--- src/rtl/cordic_pkg.sv ---
// Shared CORDIC constants: arctangent table, gain-compensation shift list and FSM states.
// The COMP state exists only when CORDIC_GAIN_COMP_EN is defined.
package cordic_pkg;

  typedef enum logic [1:0] {
    ST_IDLE,
    ST_ROT,
    ST_FIN
`ifdef CORDIC_GAIN_COMP_EN
    , ST_COMP
`endif
  } state_t;

  // round(atan(2^-i) * 2^32 / (2*pi)); full circle = 2^32
  localparam logic [31:0] ATAN32 [32] = '{
    32'h2000_0000, 32'h12E4_051E, 32'h09FB_385B, 32'h0511_11D4,
    32'h028B_0D43, 32'h0145_D7E1, 32'h00A2_F61E, 32'h0051_7C55,
    32'h0028_BE53, 32'h0014_5F2F, 32'h000A_2F98, 32'h0005_17CC,
    32'h0002_8BE6, 32'h0001_45F3, 32'h0000_A2FA, 32'h0000_517D,
    32'h0000_28BE, 32'h0000_145F, 32'h0000_0A30, 32'h0000_0518,
    32'h0000_028C, 32'h0000_0146, 32'h0000_00A3, 32'h0000_0051,
    32'h0000_0029, 32'h0000_0014, 32'h0000_000A, 32'h0000_0005,
    32'h0000_0003, 32'h0000_0001, 32'h0000_0001, 32'h0000_0000
  };

  // 1/K ~= 2^-1 + 2^-3 - 2^-6 - 2^-9 - 2^-13; bit k of GAIN_NEG marks a subtracted term
  localparam int              GAIN_TERMS = 5;
  localparam int              GAIN_SHIFT [GAIN_TERMS] = '{1, 3, 6, 9, 13};
  localparam logic [GAIN_TERMS-1:0] GAIN_NEG = 5'b11100;

  function automatic logic [31:0] atan_w(input int i, input int w);
    logic [32:0] r;
    if (w >= 32) return ATAN32[i];
    r = {1'b0, ATAN32[i]} + (33'd1 << (31 - w));
    return 32'(r >> (32 - w));
  endfunction

  function automatic int quarter_turn(input int w);
    return 1 << (w - 2);
  endfunction

endpackage

--- src/rtl/cordic_addsub.sv ---
// Signed W-bit adder/subtractor: y = a - b when sub, else a + b.
module cordic_addsub #(
  parameter int W = 18
) (
  input  logic signed [W-1:0] a,
  input  logic signed [W-1:0] b,
  input  logic                sub,
  output logic signed [W-1:0] y
);

  assign y = sub ? (a - b) : (a + b);

endmodule

--- src/rtl/cordic_iter_core.sv ---
// Iterative CORDIC (rotation/vectoring) with quadrant pre-rotation and START/BUSY/DONE handshake.
// Optional gain-compensation stage enabled by defining CORDIC_GAIN_COMP_EN.
module cordic_iter_core
  import cordic_pkg::*;
#(
  parameter  int WIDTH = 16,
  parameter  int ITERS = 14,
  parameter  int GW    = 2,
  localparam int XW    = WIDTH + GW
) (
  input  logic                    C,
  input  logic                    CLR_N,
  input  logic                    CE,
  input  logic                    START,
  input  logic                    MODE,
  input  logic signed [WIDTH-1:0] X_IN,
  input  logic signed [WIDTH-1:0] Y_IN,
  input  logic signed [WIDTH-1:0] Z_IN,
  output logic                    BUSY,
  output logic                    DONE,
  output logic signed [XW-1:0]    X_OUT,
  output logic signed [XW-1:0]    Y_OUT,
  output logic signed [WIDTH-1:0] Z_OUT
);

  localparam int              CW  = (ITERS > 1) ? $clog2(ITERS) : 1;
  localparam logic [WIDTH-1:0] QTR = WIDTH'(quarter_turn(WIDTH));

  state_t                  state, state_nxt;
  logic [CW-1:0]           iter;
  logic signed [XW-1:0]    x_r, y_r, x_ld, y_ld, x_ext, y_ext, x_step, y_step;
  logic signed [WIDTH-1:0] z_r, z_ld, z_step;
  logic                    mode_r, load, last, d_pos;
  logic [WIDTH-1:0]        atan_rom [ITERS];

  for (genvar g = 0; g < ITERS; g++) begin : g_atan
    assign atan_rom[g] = WIDTH'(atan_w(g, WIDTH));
  end

  assign x_ext = {{GW{X_IN[WIDTH-1]}}, X_IN};
  assign y_ext = {{GW{Y_IN[WIDTH-1]}}, Y_IN};

  // NOTE: every output of a combinational block gets a default first so no path infers a latch.
  always_comb begin
    x_ld = x_ext;
    y_ld = y_ext;
    z_ld = Z_IN;
    if (!MODE) begin
      case (Z_IN[WIDTH-1 -: 2])
        2'b01:   begin x_ld = -y_ext; y_ld = x_ext;  z_ld = Z_IN - QTR; end
        2'b10:   begin x_ld = y_ext;  y_ld = -x_ext; z_ld = Z_IN + QTR; end
        default: ;
      endcase
    end else if (X_IN[WIDTH-1]) begin
      if (!Y_IN[WIDTH-1]) begin x_ld = y_ext;  y_ld = -x_ext; z_ld = Z_IN + QTR; end
      else                begin x_ld = -y_ext; y_ld = x_ext;  z_ld = Z_IN - QTR; end
    end
  end

  // d = +1: rotation drives Z towards 0, vectoring drives Y towards 0
  assign d_pos = mode_r ? y_r[XW-1] : ~z_r[WIDTH-1];
  assign last  = (iter == CW'(ITERS - 1));

  cordic_addsub #(.W(XW))    u_x (.a(x_r), .b(y_r >>> iter), .sub(d_pos),  .y(x_step));
  cordic_addsub #(.W(XW))    u_y (.a(y_r), .b(x_r >>> iter), .sub(~d_pos), .y(y_step));
  cordic_addsub #(.W(WIDTH)) u_z (.a(z_r), .b(atan_rom[iter]), .sub(d_pos), .y(z_step));

`ifdef CORDIC_GAIN_COMP_EN
  function automatic logic signed [XW-1:0] gain_comp(input logic signed [XW-1:0] v);
    logic signed [XW-1:0] acc;
    acc = '0;
    for (int k = 0; k < GAIN_TERMS; k++) begin
      if (GAIN_NEG[k]) acc = acc - (v >>> GAIN_SHIFT[k]);
      else             acc = acc + (v >>> GAIN_SHIFT[k]);
    end
    return acc;
  endfunction
`endif

  always_comb begin
    state_nxt = state;
    load      = 1'b0;
    case (state)
      ST_IDLE: if (START) begin state_nxt = ST_ROT; load = 1'b1; end
`ifdef CORDIC_GAIN_COMP_EN
      ST_ROT:  if (last) state_nxt = ST_COMP;
      ST_COMP: state_nxt = ST_FIN;
`else
      ST_ROT:  if (last) state_nxt = ST_FIN;
`endif
      ST_FIN: begin
        state_nxt = ST_IDLE;
        if (START) begin state_nxt = ST_ROT; load = 1'b1; end
      end
      default: state_nxt = ST_IDLE;
    endcase
  end

  // NOTE: sequential state uses non-blocking assignments so every register samples pre-edge values.
  always_ff @(posedge C or negedge CLR_N) begin
    if (!CLR_N)  state <= ST_IDLE;
    else if (CE) state <= state_nxt;
  end

  always_ff @(posedge C or negedge CLR_N) begin
    if (!CLR_N) begin
      x_r    <= '0;
      y_r    <= '0;
      z_r    <= '0;
      mode_r <= 1'b0;
      iter   <= '0;
      X_OUT  <= '0;
      Y_OUT  <= '0;
      Z_OUT  <= '0;
    end else if (CE) begin
      if (load) begin
        x_r    <= x_ld;
        y_r    <= y_ld;
        z_r    <= z_ld;
        mode_r <= MODE;
        iter   <= '0;
      end else if (state == ST_ROT) begin
        x_r <= x_step;
        y_r <= y_step;
        z_r <= z_step;
        if (!last) iter <= iter + 1'b1;
`ifndef CORDIC_GAIN_COMP_EN
        if (last) begin
          X_OUT <= x_step;
          Y_OUT <= y_step;
          Z_OUT <= z_step;
        end
`endif
      end
`ifdef CORDIC_GAIN_COMP_EN
      else if (state == ST_COMP) begin
        X_OUT <= gain_comp(x_r);
        Y_OUT <= gain_comp(y_r);
        Z_OUT <= z_r;
      end
`endif
    end
  end

`ifdef CORDIC_GAIN_COMP_EN
  assign BUSY = (state == ST_ROT) || (state == ST_COMP);
`else
  assign BUSY = (state == ST_ROT);
`endif
  assign DONE = (state == ST_FIN);

endmodule

--- config.mk ---
export PLATFORM = sky130hd
export DESIGN_NAME = cordic_iter_core
export DESIGN_NICKNAME = d
export VERILOG_FILES = /design/src/rtl/cordic_pkg.sv /design/src/rtl/cordic_addsub.sv /design/src/rtl/cordic_iter_core.sv
export SDC_FILE = /design/constraint.sdc
export NUM_CORES = 1
export LEC_CHECK = 0
export CAP_MARGIN = 10
export CORE_MARGIN = 1
export CORE_UTILIZATION = 45
export CTS_CLUSTER_DIAMETER = 100
export DETAILED_ROUTE_END_ITERATION = 8
export PLACE_DENSITY = 0.76
export SKIP_CTS_REPAIR_TIMING = 1
export SYNTH_ARGS = -nofsm -noshare
export SYNTH_HDL_FRONTEND = slang
export SYNTH_SLANG_ARGS = --single-unit
--- constraint.sdc ---
create_clock -name C -period 4.8 [get_ports C]
set_input_delay 0.96 -clock C [delete_from_list [all_inputs] [get_ports C]]
set_output_delay 0.96 -clock C [all_outputs]
set_load 0.01 [all_outputs]
Word level (Yosys, flattened, before mapping)
Memory sizes are Yosys's and may differ from the RTL's.
Cells that the tools add are included.
Word-level totals
  word-level logic and storage cells: 76
  bits in read-only memories: 256
  input bits: 53
  memories: 1
  RAM bits: 0
  flip-flop bits (word level): 111
  output and inout port bits: 54
  latch bits: 0
Cells by class
  equality and inequality tests: 8
  reduce and logical (&&, ||, !) cells: 8
  div/mod/pow operators: 0
  order comparisons: 1
  mux-type cells: 33
  $add $sub $neg: 11
  bitwise gates (word level): 3
  multiply operators: 0
  shift operators: 2
Memories
  (name not given): words 16, width 16, rd ports 1, clocked after memory_dff 0, wr ports 0, RTL line cordic_iter_core.sv:66  | cordic_addsub #(.W(WIDTH)) u_z (.a(z_r), .b(atan_rom[iter]), .sub(d_pos), .y(z_step));
Operators with widths (number)
  $mux W18: 12
  $mux W16: 8
  $pmux W18 S2: 2
  $add A18 B18 Y18: 2
  $neg A16 Y18: 2
  $sshr A18 B4 Y18: 2
  $sub A18 B18 Y18: 2
  $pmux W16 S2: 1
  $add A16 B15 Y16 const B: 1
  $add A16 B16 Y16: 1
  $sub A16 B15 Y16 const B: 1
  $sub A16 B16 Y16: 1
  $mux W4: 3
  $pmux W2 S3: 1
  $reduce_and A3 Y1: 2
  $ge A5 B5 Y1 const B: 1
  $not A4 Y5: 1
  $add A4 B1 Y4 const B: 1
  $eq A2 B1 Y1 const B: 2
  $eq A2 B2 Y1 const B: 2
  $eq A4 B4 Y1 const B: 1
  $mux W1: 4
  $mux W2: 2
  $ne A2 B2 Y1 const B: 2
  other kinds (7): 9

Logic depth before layout (Yosys ltp)
  word-level depth: 8
  depth in mapped cells: 23
  depth with buffers taken out: 20

Hierarchy
From an unflattened synthesis, not the netlist that was laid out.
Second synthesis, totals
  cells, all modules: 1475
  area total of the unflattened synthesis: 11850.1 µm²
By module, submodules not included
  cordic_iter_core: cells each 999, area each 8420.6 µm², instances 1, seq. area each 2777.7 µm²
  cordic_addsub at u_x ...: cells each 170, area each 1219.9 µm², instances 2, seq. area each 0.0 µm²
  cordic_addsub at u_z: cells each 136, area each 989.7 µm², instances 1, seq. area each 0.0 µm²

Worst setup path after synthesis
OpenSTA, ideal clock, no wires.
  kind: register to register
  from: register iter[0]
  to: register y_r[17]
  setup time: 0.138 ns
  data required time: 4.662 ns
  path buffers: 1
  clock period less this slack: 4.393 ns
  data arrival time: 4.256 ns
  cell stages (with the launch flop): 19
  slack: 0.407 ns
  cell sequence: dfrtp_1 buf_6 mux4_2 mux2_2 mux2i_2 ha_1 nand3_1 o31ai_1 xnor2_1 ha_1 nand4_1 nor3_1 or2_1 o41a_1 a211oi_1 o31ai_1 or2_2 mux2i_1 a211oi_1
On the way
  longest elaborated chain between the ends: 5
  elaborated cells on any way between the ends: 6
  classes of those cells: add/sub (2); shift (1); mux (3)
Ends and longest elaborated chain
  from (decl): RTL line cordic_iter_core.sv:30  | logic [CW-1:0] iter;
  from (signal assigned): RTL line cordic_iter_core.sv:126  | if (!last) iter <= iter + 1'b1;
  $sshr A18 B4 Y18 *: RTL line cordic_iter_core.sv:65  | cordic_addsub #(.W(XW)) u_y (.a(y_r), .b(x_r >>> iter), .sub(~d_pos), .y(y_step));
  $sub A18 B18 Y18 / $add A18 B18 Y18 (equally long branches): RTL line cordic_addsub.sv:11  | assign y = sub ? (a - b) : (a + b);
  $mux W18 *: RTL line cordic_addsub.sv:11
  $mux W18 *: RTL line cordic_iter_core.sv:122  | end else if (state == ST_ROT) begin
  $mux W18 *: RTL line cordic_iter_core.sv:116  | if (load) begin
  to (signal assigned): RTL line cordic_iter_core.sv:118  | y_r <= y_ld;
  to (signal assigned): RTL line cordic_iter_core.sv:124  | y_r <= y_step;
  to (decl): RTL line cordic_iter_core.sv:31  | logic signed [XW-1:0] x_r, y_r, x_ld, y_ld, x_ext, y_ext, x_step, y_step;
Mark *: on every way between the ends. The rest lies on a longest branch, timed or not. The select of a mux whose other input is x is not followed.
A chain may end at the register's enable or synchronous reset.

Worst setup path in the final report
  from: register iter[0]
  to: register X_OUT[17]
On the way
  longest elaborated chain between the ends: 3
  elaborated cells on any way between the ends: 6
  classes of those cells: add/sub (2); eq/ne (1); shift (1); mux (1); reduce/logical (1)
Ends and longest elaborated chain
  $sshr A18 B4 Y18: RTL line cordic_iter_core.sv:64  | cordic_addsub #(.W(XW)) u_x (.a(x_r), .b(y_r >>> iter), .sub(d_pos), .y(x_step));
  $add A18 B18 Y18 / $sub A18 B18 Y18 (equally long branches): RTL line cordic_addsub.sv:11
  $mux W18: RTL line cordic_addsub.sv:11
  to (signal assigned): RTL line cordic_iter_core.sv:129  | X_OUT <= x_step;
  to (decl): RTL line cordic_iter_core.sv:21  | output logic signed [XW-1:0] X_OUT,
Several ways; a longest one is shown, not always the timed one.

==> flow_metrics.tcl <==
set metrics [dict create \
    status "finished, final reports clean" \
    ys_types 87 \
    synth_xor_area_share_pct 8.12 \
    cts_root_buffer "clkbuf_16" \
    path_max_fanout 14 \
    gr-usage-all-layers_pct 33.4 \
    end_kind "flop" \
    seq_area_um2 2780 \
    htreeDepth 3 \
    max-cap-violations 0 \
    finalClockSkew_ps 12.8 \
    crit_type "reg -> reg" \
    dieArea_um2 27800 \
    via_count 13300 \
    synthArstFlopShare_pct 100 \
    dr.pass1.iters 5 \
    finalCritPeriodShare_pct 96.4 \
    synth-seq-cells 111 \
    synth_compound_area_share_pct 24.4 \
    utilization_pct 55.6 \
    fmaxAchievable_ghz 0.216 \
    start_util_pct 46.3 \
    antenna_found_initial 1 \
    hpwl_mm 36.3 \
    ys.flop_type "dfrtp_1" \
    required_ps 5010 \
    fin_crit_ps 4630 \
    cts_inserted_buffers 9 \
    wl_mm 47.0 \
    rsz0062_at_grt "yes" \
    clkTransAtPathRegs_ps 90 \
    fill_cells 2461 \
    hold_viol_final 0 \
    grt_pass1_wl_mm 72.2 \
    layout_commonest_cell "nand2_1" \
    tightest_slew_ps 1020 \
    grt-ovfl-total 0 \
    avgSynthCellArea_um2 7.66 \
    yosys_warnings 0 \
    worst_hold_slack_ps 485 \
    cts_sinks 111 \
    synthAdderAreaFrac_pct 7.06 \
    drtIter0Drc 1381 \
    vias_per_cell 6.44 \
    synth_fp_nets 1711 \
    max_slew_margin_pct 31.7 \
    synth.mux.area_fraction_pct 10.4 \
    synth_area_leader_cell "dfrtp_1" \
    finalNetCount 1840 \
    synth_top_cell_area_share_pct 22.8 \
    wl_per_cell_um 22.8 \
    insertion_delay_ps 370 \
    cp-start-kind "flop" \
    multiInputGateArea_um2 8930 \
    yosysSeqAreaShare_pct 22.8 \
    rows 59 \
    final_cell_mix "nand2_1 (224), nor2_1 (179), a21oi_1 (135)" \
    ios 107 \
    synth.area.top_cells "dfrtp_1 (23%), nand2_1 (6.9%), ha_1 (6.6%), a21oi_1 (5.7%), nor2_1 (5.6%)" \
    syn_area_um2 12200 \
    clk_path_buf_depth 2 \
    worstHoldPathType "reg -> reg" \
    gp_congestion 1.04 \
    cts_tree "yes" \
    synthCells 1591 \
    die_h_um 167 \
    setup_viol 0 \
    synth_top_family_by_area "compound AO/OA/AOI/OAI gates" \
    design.core.area_um2 26400 \
    grt_start_max_net_pins 54 \
    drive_above_1_share_pct 14.7 \
    drc 0 \
    drv_slew 0 \
    grt_pass1_vias 12200 \
    yosys.area_share.simple_pct 21.7 \
    area_delta_synth_final_pct 20.1 \
    synth_edf_count 0 \
    die_w_um 167 \
    cp.arrival_ps 4840 \
    portBuffers 106 \
    detail-route-antenna-nets 0 \
]
[synthesized netlist by cell type (9+ instances only)]
| library cell | number |
|---|---|
| and2_1 | 9 |
| nor3_1 | 50 |
| nand2b_1 | 11 |
| xor2_1 | 41 |
| and3_1 | 13 |
| o21ai_0 | 114 |
| buf_2 | 11 |
| nand3_1 | 21 |
| o21a_1 | 10 |
| ha_1 | 64 |
| mux4_2 | 30 |
| xnor2_1 | 72 |
| a21oi_1 | 140 |
| o211ai_1 | 21 |
| dfrtp_1 | 111 |
| o31ai_1 | 14 |
| a221oi_1 | 10 |
| or3_1 | 17 |
| mux2i_1 | 26 |
| nand4_1 | 9 |
| nand2_1 | 225 |
| inv_1 | 48 |
| clkbuf_1 | 78 |
| a21o_1 | 12 |
| o22ai_1 | 13 |
| a31oi_1 | 29 |
| nor2_1 | 182 |
| mux2_2 | 22 |
| nor2b_1 | 16 |
| a211oi_1 | 26 |
| buf_1 | 11 |
[layer usage]
metal	GRT usage, %	vias to the layer above	routed length, um
met2	51.0	765	20700
met4	12.6	0	1770
met1	47.1	6404	19600
met5	0	-	0
li1	-	6004	-
met3	5.39	99	4880
[sequential cells by signal, summed over array words and instances (netlist names)]
signal / flops
X_OUT: 18
Y_OUT: 18
x_r: 18
y_r: 18
Z_OUT: 16
z_r: 16
iter: 4
state: 2
mode_r: 1
[metrics by stage]
stage               instance area (um2)  setup slack [ps]  instances  setup TNS, ps
finish                            14600               172       2060              0
global placement                  14100              12.6       2038              0
CTS                               14400              -102       2053           -176
global route                      14600             -16.4       2059          -17.5
floorplan                         12200               407       1591              0
detailed placement                14100             -61.2       2038          -94.2
[worst paths after layout]
path / depth (start not counted) / slack [ps] / start / end
min reg2reg: 2 / 490 / X_OUT[1] / X_OUT[1]
max in group asynchronous: 2 / 3320 / CLR_N / Z_OUT[9]
min: 2 / 490 / X_OUT[1] / X_OUT[1]
min in group asynchronous: 1 / 560 / CLR_N / Y_OUT[14]
max reg2reg: 19 / 170 / iter[0] / X_OUT[17]
max: 19 / 170 / iter[0] / X_OUT[17]
[critical path, cell delays in order (launching register included)]
cell and delay (ps):
dfrtp_2 500, buf_12 210, buf_6 180, mux4_2 520, buf_4 180, o221ai_2 220, nand4_1 180, a21oi_4 190
nand2_1 110, nor4_4 330, buf_4 170, a21oi_1 70, xor2_1 340, ha_2 400, o21a_1 180, o21ai_0 180
nand2b_1 100, a211o_1 270, nand2_1 80, o21ai_1 60
[layout make-up]
cell class	count	area share (%)
well taps	335	2.86
diodes	1	0.0171
clock inverters	6	0.427
inverters	51	1.31
multi-input cells	1320	61.0
repair buffers	227	13.9
flip-flops and latches	111	19.0
clock buffers	9	1.54
[cells by family (layout without fill, tap and decap cells)]
logic type / Yosys count / count (layout)
other: 0 / 1
adders and majority gates: 67 / 67
buffers and inverters: 160 / 293
DFF: 111 / 111
and+or+nand+nor: 589 / 589
xor gates and xnor gates: 113 / 113
AOI/OAI and AO/OA: 468 / 468
muxes: 83 / 83
Power is left out: the tool's default activity adds up to more than one toggle a clock period on the data nets, which glitch-free logic cannot reach.
